==> config.mk <==
export PLATFORM = sky130hd
export DESIGN_NAME = inst_fetch_if
export DESIGN_NICKNAME = d
export VERILOG_FILES = /design/src/rtl/inst_fetch_if.sv
export SDC_FILE = /design/constraint.sdc
export NUM_CORES = 1
export LEC_CHECK = 0
export CAP_MARGIN = 20
export CORE_MARGIN = 8
export CORE_UTILIZATION = 35
export CTS_BUF_LIST = sky130_fd_sc_hd__clkbuf_16
export CTS_CLUSTER_SIZE = 10
export DETAILED_ROUTE_END_ITERATION = 7
export PLACE_DENSITY = 0.76
export SLEW_MARGIN = 15
export SYNTH_ARGS = -nofsm -noshare
export SYNTH_HDL_FRONTEND = slang
export SYNTH_SLANG_ARGS = --single-unit
==> constraint.sdc <==
create_clock -name clk -period 2.2 [get_ports clk]
set_clock_uncertainty 0.05 [all_clocks]
set_input_delay 0.22 -clock clk [delete_from_list [all_inputs] [get_ports clk]]
set_output_delay 0.22 -clock clk [all_outputs]
set_load 0.02 [all_outputs]
==> src/rtl/inst_fetch_if.sv <==
// Instruction fetch interface: turns each PC fetch into a single transaction on
// an SRAM-like bus (req/addr_ok/data_ok), holds the returned word for the IF/ID
// stage and stalls the pipeline until that word is available. A flush that lands
// while a transaction is in flight has its late data discarded.
//
// Bus handshake: inst_req/inst_addr are raised from a register and held stable
// until the cycle the bus samples inst_addr_ok=1 (request accepted). The read
// data is valid only in a cycle where inst_data_ok=1, which may be the same cycle
// as inst_addr_ok. Only one transaction is outstanding at any time.
module inst_fetch_if #(
    parameter int                 ADDR_W   = 32,
    parameter int                 DATA_W   = 32,
    parameter logic [DATA_W-1:0]  NOP_INST = '0
) (
    input  logic              clk,
    input  logic              rst,
    input  logic [ADDR_W-1:0] pc,
    input  logic              ce,
    input  logic [5:0]        stall,
    input  logic              flush,
    output logic [DATA_W-1:0] inst_o,
    output logic              stallreq_o,
    output logic              inst_req,
    output logic [ADDR_W-1:0] inst_addr,
    input  logic              inst_addr_ok,
    input  logic [DATA_W-1:0] inst_rdata,
    input  logic              inst_data_ok,
    output logic [2:0]        dbg_state
);

    typedef enum logic [2:0] {
        IDLE    = 3'd0,
        REQ     = 3'd1,
        WAIT    = 3'd2,
        DONE    = 3'd3,
        DISCARD = 3'd4
    } state_t;

    state_t            state;
    logic [ADDR_W-1:0] addr_q;
    logic [DATA_W-1:0] inst_buf;

    // Only stall[0] (PC hold) matters here; the upper stages are not our concern.
    logic stall_unused;
    assign stall_unused = ^stall[5:1];

    assign inst_addr = addr_q;
    assign dbg_state = state;

    // Stall request: the pipeline waits while a fetch is pending, but never
    // while the chip is disabled or held in reset.
    always_comb begin
        stallreq_o = 1'b0;
        if (!rst && ce) begin
            unique case (state)
                IDLE:              stallreq_o = !flush;
                REQ, WAIT, DISCARD: stallreq_o = 1'b1;
                default:           stallreq_o = 1'b0;
            endcase
        end
    end

    // Fetch FSM with registered bus request and instruction output.
    always_ff @(posedge clk or posedge rst) begin
        if (rst) begin
            state    <= IDLE;
            addr_q   <= '0;
            inst_buf <= NOP_INST;
            inst_req <= 1'b0;
            inst_o   <= NOP_INST;
        end else begin
            unique case (state)
                IDLE: begin
                    if (ce && !flush) begin
                        addr_q   <= pc;
                        inst_req <= 1'b1;
                        state    <= REQ;
                    end
                end
                REQ: begin
                    if (inst_addr_ok) begin
                        inst_req <= 1'b0;
                        if (flush) begin
                            // Accepted but no longer wanted: swallow the reply.
                            state <= inst_data_ok ? IDLE : DISCARD;
                        end else if (inst_data_ok) begin
                            inst_buf <= inst_rdata;
                            inst_o   <= inst_rdata;
                            state    <= DONE;
                        end else begin
                            state <= WAIT;
                        end
                    end else if (flush) begin
                        // Never accepted, so the request can simply be withdrawn.
                        inst_req <= 1'b0;
                        state    <= IDLE;
                    end
                end
                WAIT: begin
                    if (inst_data_ok) begin
                        if (flush) begin
                            state <= IDLE;
                        end else begin
                            inst_buf <= inst_rdata;
                            inst_o   <= inst_rdata;
                            state    <= DONE;
                        end
                    end else if (flush) begin
                        state <= DISCARD;
                    end
                end
                DONE: begin
                    // Hold the word until the PC moves on or the pipe is flushed.
                    if (flush || !stall[0]) begin
                        inst_o <= NOP_INST;
                        state  <= IDLE;
                    end
                end
                DISCARD: begin
                    if (inst_data_ok) begin
                        state <= IDLE;
                    end
                end
                default: begin
                    inst_req <= 1'b0;
                    inst_o   <= NOP_INST;
                    state    <= IDLE;
                end
            endcase
        end
    end

endmodule
==> results of run 1 <==
-- power by group --
group	internal, W	switching (W)	total [W]
Sequential	0.00176	0.000261	0.00202
Clock	0.00110	0.000504	0.00161
Combinational	0.00150	0.00135	0.00286
-- Yosys cell counts (2+ instances only) --
master,n,area (µm²)
sky130_fd_sc_hd__a22o_1,30,262.8
sky130_fd_sc_hd__a22o_2,2,20.02
sky130_fd_sc_hd__buf_6,11,123.9
sky130_fd_sc_hd__dfrtp_1,68,1702
sky130_fd_sc_hd__inv_1,4,15.01
sky130_fd_sc_hd__mux2_2,33,371.6
sky130_fd_sc_hd__nand2_1,4,15.01
sky130_fd_sc_hd__nor2_1,3,11.26
sky130_fd_sc_hd__o21ai_0,3,15.01
sky130_fd_sc_hd__o21ai_2,2,17.52
-- per-stage QoR --
step | cells | util, % | total power [W]
after floorplan | 180 | - | 0.003583
after global placement | 416 | 55.09 | 0.004856
after detailed placement | 416 | 55.09 | 0.004924
after CTS | 432 | 59.52 | 0.006573
after global routing | 432 | 59.52 | 0.006830
final | 432 | 59.52 | 0.006482
-- cell type report --
cell class | instances | area, µm² | share of cell area, %
flip-flops and latches | 68 | 1702 | 37.38
clock buffers | 9 | 225.2 | 4.948
inverters | 4 | 18.77 | 0.4123
well taps | 102 | 127.6 | 2.804
clock inverters | 7 | 115.1 | 2.529
multi-input cells | 96 | 895.9 | 19.68
repair buffers | 146 | 1468 | 32.24
-- per-layer routing --
metal  GRT usage (%)  share of wire, %  vias up
met3           7.801                12        9
li1                -                 -      962
met2           20.22                43      103
met4           4.964               1.3        0
met5               0                 0        -
met1           15.67                43     1010
-- critical path, delay by kind of cell (launching register included) --
kind | cells | cell delay, ns
compound gates | 1 | 0.23
buf+inv | 1 | 0.37
flops | 1 | 0.43
simple gates | 1 | 0.34
-- cell families (layout without fill, tap and decap cells) --
kind of cell | count (synthesis) | in the layout | synth area share [%]
xor gates and xnor gates | 1 | 1 | 0.3193
and+or+nand+nor | 12 | 12 | 2.280
buffers and inverters | 16 | 166 | 5.335
AOI/OAI and AO/OA | 49 | 49 | 16.14
DFF | 68 | 68 | 62.02
muxes | 34 | 34 | 13.91
-- flip-flops by register name, indices dropped and copies added, names as in the netlist --
signal,cells
inst_addr,32
inst_req,1
dbg_state,3
inst_o,32
-- layout by cell type (no fill, tap or decap), drive strengths merged --
| cell type | count |
|---|---|
| a32oi | 1 |
| nand3 | 2 |
| clkinvlp | 1 |
| a31o | 1 |
| a21oi | 1 |
| mux2 | 33 |
| inv | 5 |
| o21a | 1 |
| o21ai | 5 |
| and2b | 1 |
| o32ai | 1 |
| clkinv | 2 |
| xor2 | 1 |
| a311oi | 1 |
| nor2 | 3 |
| clkbuf | 9 |
| a21boi | 1 |
| bufinv | 3 |
| dlygate4sd2 | 1 |
| nand2 | 4 |
| a31oi | 1 |
| nor2b | 1 |
| clkdlybuf4s50 | 138 |
| a22o | 33 |
| buf | 7 |
| or2 | 1 |
| a221oi | 1 |
| o22a | 1 |
| mux2i | 1 |
| o32a | 1 |
| dfrtp | 68 |
-- worst paths after layout --
check                                               from                       end  slack (ns)  cells past startpoint
worst max-delay path            dbg_state[1]$_DFFE_PP0P_                stallreq_o        0.25                      3
worst min-delay path              inst_o[16]$_DFFE_PP0P_    inst_o[16]$_DFFE_PP0P_        0.44                      1
worst max register to register  dbg_state[1]$_DFFE_PP0P_     inst_o[7]$_DFFE_PP0P_        0.40                      5
worst min register to register    inst_o[16]$_DFFE_PP0P_    inst_o[16]$_DFFE_PP0P_        0.44                      1
max in group asynchronous                            rst  inst_addr[0]$_DFFE_PP0P_        1.04                      3
min in group asynchronous                            rst     inst_o[7]$_DFFE_PP0P_        0.53                      3
-- what timing repair did --
| action | 4_1_cts | 5_1_grt |
|---|---|---|
| gates resized for setup | 1 | 0 |
| endpoints found under the setup margin | 1 | 0 |
| hold endpoints to repair | 0 | 0 |
==> run summary, run 1 <==
The flip-flop cell with the highest count after synthesis was sky130_fd_sc_hd__dfrtp_1. The count of vias placed by the detailed router is 2,084, and the power density normalized to cell area is 1424 mW/mm². The biggest fanout along the worst timing path works out to 7. The fraction of the cycle the final worst path needs was 88.67%. The die covers 0.01093 mm².

The final-report max-slew violation count is 0. The minimum clock period after layout is 1.951 ns, and the number of instances in the synthesized netlist is 180. The tools report the element type at the critical path start as a flop. After synthesis, the share of flip-flops with an asynchronous set or reset is 100.0%.

The share of cells above drive strength 1 is 20.00%. For the number of buffers on the longest clock path, the log shows 2. Clock tree synthesis selected as its root buffer the cell sky130_fd_sc_hd__clkbuf_16. The initialized floorplan defines 32 standard-cell rows. The first global-routing pass estimated 11,940 µm of wire.

The startpoint-to-endpoint class of the critical path is flop to primary output. Clock latency on the worst-skew pair, taken at its later pin, is 0.32 ns. Before CTS, the worst setup slack after placement is 0.1405 ns. The placed instance area came out at 0.004213 mm². The number of global-route vias before repair came out at 2,302. Using the TritonRoute via totals, the vias-per-cell ratio works out to 4.824.

The total leakage power is 1.959 nW, and the post-layout instance area is 0.004552 mm². The detail route stage leaves a number of antenna-violating nets equal to 0. Of the synthesized area, sequential elements account for 62.02%.

The flow ran to the end, and the final reports show no timing, DRC or antenna violations. TritonCTS built the clock tree. Routed wire length: 7364 µm. For this run, the top clock speed supported by timing is 0.5127 GHz. Number of enable flip-flop cells after synthesis: 0. The slowest stage of the critical path is the sky130_fd_sc_hd__dfrtp_1 cell. In this run the tightest slew margin relative to its limit is 44.61%. For this run, the slowest stage of the critical path takes 0.43 ns. The worst hold path belongs to the class flop to flop. For this design the top-level I/O count stands at 145. Across the run, the number of max-cap violations was 0. For this run, design rule violations remaining after detail routing come to 0.

The clock-pin slew on the worst setup and hold paths is 0.06 ns. Counting the fill cells in the layout gives 614. The tools report the floorplan core area as 0.007647 mm². The first detailed-routing pass ran for 4 iterations. For the worst IR drop on VDD, the log shows 0.7300 mV. Counting the buffers created by CTS gives 9. Buffers added to address setup during post-CTS repair amount to 0.

The final setup violation count was 0; the post-synth net total was 256. The logs give 0.2494 ns for the smallest setup slack after layout and 401 for the net count reported at finish. The Yosys step of the flow raised 0 warnings. Buffers inserted to repair hold after CTS numbered 0. The overall track demand over capacity in global routing was 13.49%; the post-synthesis register bit count was 68.

The number of hold-slack violations in the final timing report was 0; the number of distinct standard cells referenced by the synthesized netlist was 30. The run gives 69 as the largest net degree at the start of global routing. For the antenna diode instance count, the log shows 0. Walking the worst path, the cells encountered are or2_2, a221oi_1, dlygate4sd2_1.

The slew at the pin with the worst max-slew slack is 0.8308 ns. Routability-driven placement finished with a final weighted congestion of 0.8395. After the first detailed-routing iteration, the DRC count stood at 81.

The wire-length estimate of the detail-placed layout is 5391 µm. Summing every instance area after synthesis gives 0.002744 mm². The clock drives 68 sinks.

The overall overflow remaining after global route was 0. In this run the mean area of a mapped cell was 15.24 µm². In the final routed layout, each cell accounts on average for 17.05 µm. The final hold slack was 0.4426 ns.

The tools report the sort of element at the end of the critical path as a primary output. Setup repair after global routing left no endpoint under its margin. The data required time at the worst endpoint was 1.93 ns; the die extent in y was 104.5 µm. The starting density of the core was 35.88%. Number of antenna violations at the first check in global routing: 0. In this run the number of H-tree levels came out at 3.

The growth of design area from synthesis to finish came out at 65.89%. The die is 104.5 µm wide. The port buffer count came out at 139. At the worst endpoint, the arrival time is 1.68 ns.

The tools report the final setup TNS as 0 ns.
Note: power is estimated with default switching activity, not from simulation.
==> run 2, diff against run 1 <==
Settings changed: CTS_BUF_LIST sky130_fd_sc_hd__clkbuf_16 to unset.
==> run 2 against run 1 <==
Compared with the run above:
- non-clock buffer count did not move
- register-to-register slack barely moved
- sequential power barely moved
- global-route usage barely moved
- routed wire length fell by 0.81%
- sequential share of layout area rose by 0.77 points
- core utilization fell by 1.2 points
- die area did not move
- via count barely moved
- critical endpoint unchanged
- worst hold slack improved by 0.0051 ns
- final cell count did not move
- highest routed layer unchanged
==> run summary, run 2 (synthesis gave the netlist of run 1 again) <==
Number of buffers created by CTS: 9 (unchanged). Growth of design area from synthesis to finish: 62.56%. The run finished with clean final reports.

The number of standard-cell rows in the floorplan is 32 (unchanged), and the number of antenna violations at the first check in global routing is 0 (unchanged). The run gives 0.007647 mm² (unchanged) as the floorplan core area. The endpoint of the worst hold-timing path is inst_o[16]$_DFFE_PP0P_. The antenna diode instance count is 0 (unchanged). The post-layout instance area came out at 0.004461 mm² (-2.0%). The share of power burned in combinational logic came out at 46.6% (+2.6 points).

The count of cells along the worst hold path is 1 (unchanged), and the number of H-tree levels is 3 (unchanged). The worst setup path is captured at a primary output. The residual antenna-violating net count after detailed routing was 0 (unchanged). The filler-free cell count of the finished design was 432 (unchanged); the count of routing violations after the opening detailed-route iteration was 68 (-16%).

The startpoint-to-endpoint class of the critical path is flop to primary output. TritonCTS built the clock tree. The number of iterations in the first detailed-routing pass was 4 (unchanged). The tools report the largest net degree at the start of global routing as 69 (unchanged). Detailed-route wire length per cell: 16.91 µm (-0.81%). The logs give 0.002072 W (-2.3%) for the net switching component of the power and 0 (unchanged) for the final-report max-slew violation count. The number of setup buffers added after CTS came out at 0 (unchanged).

The die extent in y works out to 104.5 µm (unchanged). The slew at the pin with the worst max-slew slack is 0.8398 ns (+0.008957 ns), and the total of fill cells in the finished design is 623 (+1.5%). The fraction of power consumed by sequential logic was 32.9% (+1.8 points); the data required time at the worst endpoint was 1.93 ns (about the same). The final weighted congestion in routability-driven placement is 0.8395 (unchanged), and the net count reported at finish is 401 (unchanged). The tools report the smallest setup slack after layout as 0.2297 ns (-0.01963 ns).

The final hold slack came out at 0.4477 ns (+0.005134 ns). The run gives 0.004045 W (-7.3%) as the internal portion of total power. STA classifies the critical path startpoint as a flop. The logs give 0.5075 GHz (-1.0%) for the maximum clock rate and 1.70 ns (+0.02 ns) for the worst path arrival time. The routed wire length is 7304 µm (-0.81%).

The placed instance area was 0.004213 mm² (unchanged). The max-cap violation count came out at 0 (unchanged). In the layout the commonest cells are 138 x sky130_fd_sc_hd__clkdlybuf4s50_1, 68 x sky130_fd_sc_hd__dfrtp_1, 33 x sky130_fd_sc_hd__mux2_2.

Clock-pin slew on the worst setup and hold paths: 0.08 ns (+0.02 ns). For the number of top-level design ports, the log shows 145 (unchanged). The tools report the overall track demand over capacity in global routing as 13.48% (about the same). The most common cell after layout, fill and taps aside is sky130_fd_sc_hd__clkdlybuf4s50_1. The power density normalized to cell area works out to 1371 mW/mm² (-3.7%). The final setup TNS is 0 ns (unchanged), and the final setup violation count is 0 (unchanged). The type of the tightest min-delay check is flop to flop. The clock sink count is 68 (unchanged), and the horizontal extent of the die is 104.5 µm (unchanged).

The number of global-route vias before repair was 2,291 (-0.48%). Total leakage power: 1.914 nW (-2.3%). In this run the critical register-to-register path is launched from dbg_state[1]$_DFFE_PP0P_. The logs give 0.33 ns (about the same) for the clock latency on the worst-skew pair and 0 (unchanged) for the overall overflow remaining after global route.

The minimum clock period after layout was 1.970 ns (+0.01963 ns). The tree is rooted in a sky130_fd_sc_hd__clkbuf_8. Starting density of the core: 35.88% (unchanged).

The tools report the worst IR drop on VDD as 0.7230 mV (-0.96%). The logs give 416 (unchanged) for the count of placed standard cells including taps and 5391 µm (unchanged) for the HPWL after detailed placement. The proportion of total power due to net switching was 33.87% (+1.2 points); the count of vias placed by the detailed router was 2,082 (-0.096%). The tools report the pre-CTS worst setup slack as 0.1405 ns (unchanged). Setup repair after global routing left no endpoint under its margin. Number of buffers on the longest clock path: 2 (unchanged). The worst reg2reg path depth is 5 (unchanged), and the share of cells above drive strength 1 is 20.30% (+0.30 points). The setup slack of the most critical reg-to-reg path was 0.39 ns (about the same). The number of vias per cell was 4.819 (about the same); the port buffer count was 139 (unchanged). For the number of hold-slack violations in the final timing report, the log shows 0 (unchanged).

The tools report the capture point of the worst reg-to-reg path as inst_o[17]$_DFFE_PP0P_. The run gives 44.01% (-0.60 points) as the relative slew slack. The run gives 11,950 µm (about the same) as the global-route wire length before repair. The tools report the number of resized instances in the post-cts repair step as 1 (unchanged). The biggest fanout along the worst timing path is 7 (unchanged). The fraction of the cycle the final worst path needs came out at 89.56% (+0.89 points).

The tools report the count of hold-fix buffers inserted at cts as 0 (unchanged). The clock network fraction of design power was 20.5% (-4.3 points); the overall die area was 0.01093 mm² (unchanged). The worst hold path begins at inst_o[16]$_DFFE_PP0P_.

The residual DRC count came out at 0 (unchanged).
run 2: cell types whose count changed in the layout (fill, tap and decap cells not counted):
cell	before	now
sky130_fd_sc_hd__clkbuf_16	9	0
sky130_fd_sc_hd__inv_1	4	3
sky130_fd_sc_hd__clkbuf_1	0	1
sky130_fd_sc_hd__clkbuf_8	0	10
sky130_fd_sc_hd__clkinv_1	1	0
run 2: area by class of cell:
cell class | count | area, µm² | area share (%)
clock buffers | 11 | 141.4 | 3.170
clock inverters | 5 | 107.6 | 2.412
inverters | 4 | 18.77 | 0.4208
multi-input cells | 96 | 895.9 | 20.08
flip-flops and latches | 68 | 1702 | 38.15
well taps | 102 | 127.6 | 2.861
repair buffers | 146 | 1468 | 32.90
run 2: layer usage:
metal / routed length (µm) / up-vias / GRT usage, %
met5: 0 / - / 0
met2: 3174 / 104 / 19.99
met3: 931 / 10 / 7.617
met1: 3100 / 1009 / 15.82
met4: 98 / 0 / 5.274
li1: - / 959 / -
run 2: power by group through the flow:
stage | Combinational, W | Clock, W | Sequential (W)
floorplan | 0.000939 | 0 | 0.00264
global placement | 0.00285 | 0 | 0.00201
detailed placement | 0.00289 | 0 | 0.00204
CTS | 0.00290 | 0.00129 | 0.00202
global route | 0.00303 | 0.00135 | 0.00208
finish | 0.00285 | 0.00125 | 0.00202
run 2: how the worst max path moves through the flow:
stage | start | to | cells past startpoint
2_1_floorplan | rst | stallreq_o | 3
3_3_place_gp | flush | stallreq_o | 4
3_5_place_dp | flush | stallreq_o | 4
4_1_cts | dbg_state[1]$_DFFE_PP0P_ | stallreq_o | 3
5_1_grt | dbg_state[1]$_DFFE_PP0P_ | stallreq_o | 3
6_report | dbg_state[1]$_DFFE_PP0P_ | stallreq_o | 3
run 2: metrics by stage:
stage	utilization (%)	power, W
detailed placement	55.09	0.004924
floorplan	-	0.003583
finish	58.33	0.006117
CTS	58.33	0.006213
global route	58.33	0.006464
global placement	55.09	0.004856
run 2: critical path: stages, from the launching register on:
cell and delay (ns):
sky130_fd_sc_hd__dfrtp_1 0.44, sky130_fd_sc_hd__or2_2 0.34, sky130_fd_sc_hd__a221oi_1 0.23, sky130_fd_sc_hd__dlygate4sd2_1 0.37
